$ cat src/rtl/sfx_pkg.sv
// Shared types and the note-period table for the sound-effect sequencer.
//   sfx_id_e     : effect identifier. The numeric value is also the priority.
//   sfx_state_e  : sequencer FSM states.
//   NOTES        : number of notes in every effect.
//   note_period  : divider period for (effect, note). 0 means a rest.
//   period_max   : largest entry in the table, used for the width check.
package sfx_pkg;

    typedef enum logic [1:0] {
        SFX_NONE = 2'd0,
        SFX_DIR  = 2'd1,
        SFX_GOOD = 2'd2,
        SFX_BAD  = 2'd3
    } sfx_id_e;

    typedef enum logic {
        IDLE = 1'b0,
        PLAY = 1'b1
    } sfx_state_e;

    localparam int NOTES = 4;

    function automatic int unsigned note_period(sfx_id_e id, logic [1:0] idx);
        int unsigned p;
        p = 0;
        case (id)
            SFX_GOOD: case (idx)
                2'd0: p = 40;
                2'd1: p = 32;
                2'd2: p = 27;
                default: p = 20;
            endcase
            SFX_BAD: case (idx)
                2'd0: p = 60;
                2'd1: p = 80;
                2'd2: p = 100;
                default: p = 120;
            endcase
            SFX_DIR: p = (idx == 2'd0) ? 24 : 0;
            default: p = 0;
        endcase
        return p;
    endfunction

    function automatic int unsigned period_max();
        int unsigned m;
        m = 0;
        for (int i = 0; i < 4; i++) begin
            for (int j = 0; j < NOTES; j++) begin
                if (note_period(sfx_id_e'(i), 2'(j)) > m)
                    m = note_period(sfx_id_e'(i), 2'(j));
            end
        end
        return m;
    endfunction

endpackage

$ cat src/rtl/tone_osc.sv
// Note oscillator: period divider plus square phase and sawtooth ramp.
//   clk, rst  : clock, synchronous active-high reset
//   clear     : restart the note (divider, phase and ramp to 0)
//   period    : divider period; 0 is a rest (divider held, no ticks)
//   wave_sel  : 0 = square, 1 = sawtooth
//   sample    : waveform value the registers take at the coming edge, so
//               the parent's output register shows a tick one cycle later
module tone_osc #(
    parameter int N     = 8,
    parameter int DIV_W = 16
) (
    input  logic             clk,
    input  logic             rst,
    input  logic             clear,
    input  logic [DIV_W-1:0] period,
    input  logic             wave_sel,
    output logic [N-1:0]     sample
);

    logic [DIV_W-1:0] div;
    logic             phase;
    logic [N-1:0]     ramp;
    logic             tick;
    logic             phase_nxt;
    logic [N-1:0]     ramp_nxt;

    always_comb begin
        tick      = (period != '0) && (div == period - DIV_W'(1));
        phase_nxt = phase;
        ramp_nxt  = ramp;
        if (clear) begin
            phase_nxt = 1'b0;
            ramp_nxt  = '0;
        end else if (tick) begin
            phase_nxt = ~phase;
            ramp_nxt  = ramp + N'(1);
        end
        sample = wave_sel ? ramp_nxt : {N{phase_nxt}};
    end

    always_ff @(posedge clk) begin
        if (rst) begin
            div   <= '0;
            phase <= 1'b0;
            ramp  <= '0;
        end else begin
            phase <= phase_nxt;
            ramp  <= ramp_nxt;
            if (clear || period == '0 || tick)
                div <= '0;
            else
                div <= div + DIV_W'(1);
        end
    end

endmodule

$ cat src/rtl/sfx_sequencer.sv
// Sound-effect sequencer: turns game event edges into four-note effects.
//   clk, rst      : clock, synchronous active-high reset
//   goodColl_i    : rising edge starts the GOOD effect
//   badColl_i     : rising edge starts the BAD effect (highest priority)
//   dirChange_i   : rising edge starts the DIR effect (lowest priority)
//   wave_sel_i    : 0 = square, 1 = sawtooth
//   mute_i        : zero the output; the sequence keeps running
//   busy_o        : high while an effect plays
//   soundOut      : registered N-bit DAC sample
module sfx_sequencer
    import sfx_pkg::*;
#(
    parameter int N           = 8,
    parameter int DIV_W       = 16,
    parameter int NOTE_CYCLES = 1000000
) (
    input  logic         clk,
    input  logic         rst,
    input  logic         goodColl_i,
    input  logic         badColl_i,
    input  logic         dirChange_i,
    input  logic         wave_sel_i,
    input  logic         mute_i,
    output logic         busy_o,
    output logic [N-1:0] soundOut
);

    localparam int DUR_W = (NOTE_CYCLES > 1) ? $clog2(NOTE_CYCLES) : 1;
    localparam int unsigned PERIOD_MAX = period_max();

    if ((PERIOD_MAX >> DIV_W) != 0) begin : g_period_check
        $error("note period table does not fit DIV_W");
    end
    if (NOTE_CYCLES < 2) begin : g_note_check
        $error("NOTE_CYCLES must be at least 2");
    end

    sfx_state_e       state;
    sfx_id_e          cur_id;
    sfx_id_e          trig_id;
    logic [1:0]       idx;
    logic [DUR_W-1:0] dur;
    logic [2:0]       hist;      // {bad, good, dir} from the previous cycle
    logic [2:0]       rise;
    logic             start;
    logic             note_end;
    logic [DIV_W-1:0] period;
    logic [N-1:0]     sample;

    assign rise = {badColl_i, goodColl_i, dirChange_i} & ~hist;

    always_comb begin
        trig_id = SFX_NONE;
        if (rise[2])      trig_id = SFX_BAD;
        else if (rise[1]) trig_id = SFX_GOOD;
        else if (rise[0]) trig_id = SFX_DIR;
    end

    // Equal priority also restarts, so a repeated event replays from note 0.
    assign start    = (trig_id != SFX_NONE) && (state == IDLE || trig_id >= cur_id);
    assign note_end = (state == PLAY) && (dur == DUR_W'(NOTE_CYCLES - 1));
    assign period   = (state == PLAY) ? DIV_W'(note_period(cur_id, idx)) : '0;

    tone_osc #(.N(N), .DIV_W(DIV_W)) u_osc (
        .clk      (clk),
        .rst      (rst),
        .clear    (start || note_end),
        .period   (period),
        .wave_sel (wave_sel_i),
        .sample   (sample)
    );

    always_ff @(posedge clk) begin
        if (rst) begin
            state  <= IDLE;
            busy_o <= 1'b0;
            cur_id <= SFX_NONE;
            idx    <= '0;
            dur    <= '0;
            hist   <= 3'b111;   // a level held high across reset is not an edge
        end else begin
            hist <= {badColl_i, goodColl_i, dirChange_i};
            if (start) begin
                state  <= PLAY;
                busy_o <= 1'b1;
                cur_id <= trig_id;
                idx    <= '0;
                dur    <= '0;
            end else if (state == PLAY) begin
                if (note_end) begin
                    dur <= '0;
                    idx <= idx + 2'd1;
                    if (idx == 2'(NOTES - 1)) begin
                        state  <= IDLE;
                        busy_o <= 1'b0;
                    end
                end else begin
                    dur <= dur + DUR_W'(1);
                end
            end
        end
    end

    // Every entry to IDLE coincides with an oscillator clear, so the sample
    // is already 0 there; the gate covers rests, mute and idle.
    always_ff @(posedge clk) begin
        if (rst)
            soundOut <= '0;
        else if (mute_i || state == IDLE || period == '0)
            soundOut <= '0;
        else
            soundOut <= sample;
    end

endmodule

$ cat config.mk
export PLATFORM = sky130hd
export DESIGN_NAME = sfx_sequencer
export DESIGN_NICKNAME = d
export VERILOG_FILES = /design/src/rtl/sfx_pkg.sv /design/src/rtl/tone_osc.sv /design/src/rtl/sfx_sequencer.sv
export SDC_FILE = /design/constraint.sdc
export NUM_CORES = 1
export LEC_CHECK = 0
export CELL_PAD_IN_SITES_DETAIL_PLACEMENT = 2
export CELL_PAD_IN_SITES_GLOBAL_PLACEMENT = 2
export CORE_MARGIN = 2
export CORE_UTILIZATION = 40
export CTS_BUF_LIST = sky130_fd_sc_hd__clkbuf_16
export CTS_CLUSTER_SIZE = 14
export DETAILED_ROUTE_END_ITERATION = 7
export GPL_TIMING_DRIVEN = 0
export MAX_ROUTING_LAYER = met4
export PLACE_DENSITY = 0.93
export SETUP_SLACK_MARGIN = 0.05
export SKIP_CTS_REPAIR_TIMING = 1
export SLEW_MARGIN = 15
export SYNTH_ARGS = -nofsm -noshare
export SYNTH_HDL_FRONTEND = slang
export SYNTH_SLANG_ARGS = --single-unit
$ cat constraint.sdc
create_clock -name clk -period 10.2 [get_ports clk]
set_clock_uncertainty 0.05 [all_clocks]
set_input_delay 2.04 -clock clk [delete_from_list [all_inputs] [get_ports clk]]
set_output_delay 2.04 -clock clk [all_outputs]
set_load 0.005 [all_outputs]
==> impl_metrics.yaml <==
routing:
  wl_per_cell_um: 21.8
  drt-total-wl_um: 11600
  ant_nets: 0
  firstDrtPassIters: 4
  drc_errors: 0
  vias: 3144
  dr.first_iter.drc_count: 92
  vias_per_cell: 5.91
cells_and_area:
  design_area_sq_um: 3950
  area_growth_pct: 18.1
  antenna_cells: 0
  finalNonFillerCells: 532
  nNetsFinal: 442
  layout-drive-gt1-share_pct: 9.84
synthesis:
  synth_top_area_share_pct: 37.2
  synth_common_cells: "dfxtp_1, nor2_1, nand2_1"
  synth_compound_area_share_pct: 13.5
  syn_nets: 416
  synthTopCellsByArea: "dfxtp_1, nor2_1, xnor2_1"
  synth_seq_cells: 62
  syn_avg_cell_area_sq_um: 8.43
  synth_ff_type: "dfxtp_1"
  synth_top_area_cell: "dfxtp_1"
  syn_area_sq_um: 3340
  synth_cell_types: 54
  synth_top_family_by_area: "simple AND/OR/NAND/NOR gates"
  yosys-mux-area-fraction_pct: 1.20
  yosysMostFrequentCell: "dfxtp_1"
  synth_edf_count: 0
  ys_warn_count: 0
  synthXorXnorAreaFrac_pct: 10.5
  yosysSeqAreaShare_pct: 37.2
  yosys.area_share.simple_pct: 28.7
  synthCells: 396
  synth-adder-area-share_pct: 4.87
  synth-async-reset-ratio_pct: 0
worst_setup_path:
  rrSetupSlack_ns: 5.48
  crit_path_start: "dirChange_i"
  start_kind: "input pin"
  crit_path_cell_trace: "clkdlybuf4s50_1 > nor2b_1 > a21oi_1 > ha_1 > nand2b_1 > a211o_1 > o21ai_0 > nand3_1 > nand3b_1 > buf_2 > nor2_1"
  worstReg2RegEnd: "soundOut[1]$_SDFF_PP0_"
  worstPathMaxFanout: 10
  slowest_stage: "nand3b_1"
  setup.worst_path.end: "u_osc.div[13]$_SDFF_PP0_"
  required_ns: 10.41
  end_kind: "flip-flop"
  rr_startpoint: "idx[0]$_SDFFE_PP0P_"
  slowest_delay_ns: 0.52
  rr_worst_depth: 15
  worst-setup-path-type: "in2reg"
  arrival_ns: 5.41
power:
  cellLeakagePower_nw: 1.41
  powerDensity_nw_per_um2: 157
  p_seq_share_pct: 39.9
  ir_worst_vdd_mv: 0.0781
  p_comb_share_pct: 6.0
  internal_power_w: 0.000473
  switching_power_w: 0.000148
  clkPwrFrac_pct: 54.1
  swShare_pct: 23.8
global_route:
  grt_pass1_wl_um: 19200
  grt-ovfl-total: 0
  antenna_found_initial: 0
  grt_pass1_vias: 3575
  grt_util_all_layers_pct: 28.7
  grt_max_degree: 13
placed_design:
  io_buffer_count: 15
  gp_congestion: 0.862
  dpl_cell_area_sq_um: 3620
  dpl.cell_count: 516
  dp_hpwl_um: 7420
floorplan:
  die_h_um: 95.4
  die-area_sq_um: 9100
  die_w_um: 95.4
  rows: 33
  start_util_pct: 41.1
  core_sq_um: 8130
  io_pins: 16
sta:
  slew_viol_final: 0
  max_slew_margin_pct: 39.7
  layout_min_cycle_time_ns: 5.21
  worst_pin_slew_ns: 0.897
  holdWs_ns: 0.420
  finalHoldViolations: 0
  rsz0062_at_grt: "false"
  setup_viol: 0
  fmax_mhz: 192
  tns_ns: 0
  period_share_pct: 51.0
clock_tree:
  clk_pin_slew_worst_paths_ns: 0.06
  clock_tree.root_cell: "clkbuf_16"
  clock-sinks: 62
  numCtsBuffers: 9
  cts_tree: "built"
  clk_latency_ns: 0.34
  htree_levels: 3
  cts_buffer_depth: 2
hold_path:
  hp-start: "busy_o$_SDFFE_PP0P_"
  hold_class: "reg2reg"
run_status:
  status: "completed"
flow_run:
  maxCapViolations: 0
[per-layer routing]
metal / global-route usage, % / vias up / wire (um)
li1: - / 1453 / -
met1: 31.9 / 1597 / 4820
met2: 49.7 / 65 / 6050
met3: 6.01 / 29 / 337
met4: 12.1 / 0 / 367
met5: - / - / 0
[power by group through the flow]
stage | Combinational (W) | Sequential [W] | Clock, W
after floorplan | 0.0000238 | 0.000252 | 0
after global placement | 0.0000337 | 0.000253 | 0
after detailed placement | 0.0000360 | 0.000253 | 0
after CTS | 0.0000373 | 0.000248 | 0.000342
after global routing | 0.0000407 | 0.000248 | 0.000354
final | 0.0000370 | 0.000248 | 0.000336
[sequential cells by signal (all words and copies together) (netlist names)]
signal / cells
u_osc.phase: 1
soundOut: 8
cur_id: 2
hist: 3
state: 1
u_osc.div: 16
busy_o: 1
dur: 20
u_osc.ramp: 8
idx: 2
[worst min path at each step]
stage,endpoint,slack (ns),cells past startpoint
after floorplan,busy_o$_SDFFE_PP0P_,0.40,2
after global placement,busy_o$_SDFFE_PP0P_,0.40,2
after detailed placement,busy_o$_SDFFE_PP0P_,0.41,2
after CTS,busy_o$_SDFFE_PP0P_,0.42,2
after global routing,busy_o$_SDFFE_PP0P_,0.45,2
final,busy_o$_SDFFE_PP0P_,0.42,2
[critical path: cells and delay by family]
family                   cells  cell delay (ns)
AO/OA/AOI/OAI                3             0.70
adder cells (fa/ha/maj)      1             0.27
buffers and inverters        2             0.77
AND/OR/NAND/NOR              5             1.62
[stage by stage]
stage	util [%]	worst slack [ns]	total power (W)
finish	48.5	4.99	0.000621
CTS	48.5	4.97	0.000627
global route	48.5	4.76	0.000643
global placement	44.5	4.79	0.000287
floorplan	-	5.82	0.000276
detailed placement	44.5	4.62	0.000289
[kinds of logic after synthesis]
logic type | Yosys count
AO/OA/AOI/OAI | 63
adder cells (fa/ha/maj) | 13
multiplexers | 4
AND/OR/NAND/NOR | 184
flip-flops | 62
XOR/XNOR | 40
buffers and inverters | 30
[layout by cell type (no fill, tap or decap), drive strengths merged, types with 2 or more instances in the layout]
cell           count
xnor2             21
a21oi             16
and3              10
nand2             29
clkinv             4
inv               17
nand3             17
clkbuf            12
nand3b             2
o31ai              2
or2                8
nor2              56
nor3               7
buf               10
ha                13
or4                7
o21ba              2
nand2b             6
nor4               5
a211o              2
nor2b              7
bufinv             2
mux2i              4
o22ai              3
nand4b             3
clkdlybuf4s50     15
nand4             13
o211a              2
or3                8
nor4b              3
o21ai             10
xor2              19
o211ai            11
dfxtp             62
o21bai             3
[cell type report]
type / count / area, sq um
tap: 105 / 131
fill: 885 / 4190
sequential: 62 / 1240
buffer: 13 / 71.3
timing repair buffer: 15 / 150
clock inverter: 7 / 98.8
multi-input combinational: 304 / 1960
clock buffer: 9 / 225
inverter: 17 / 63.8
(Power assumes the default switching activity.)
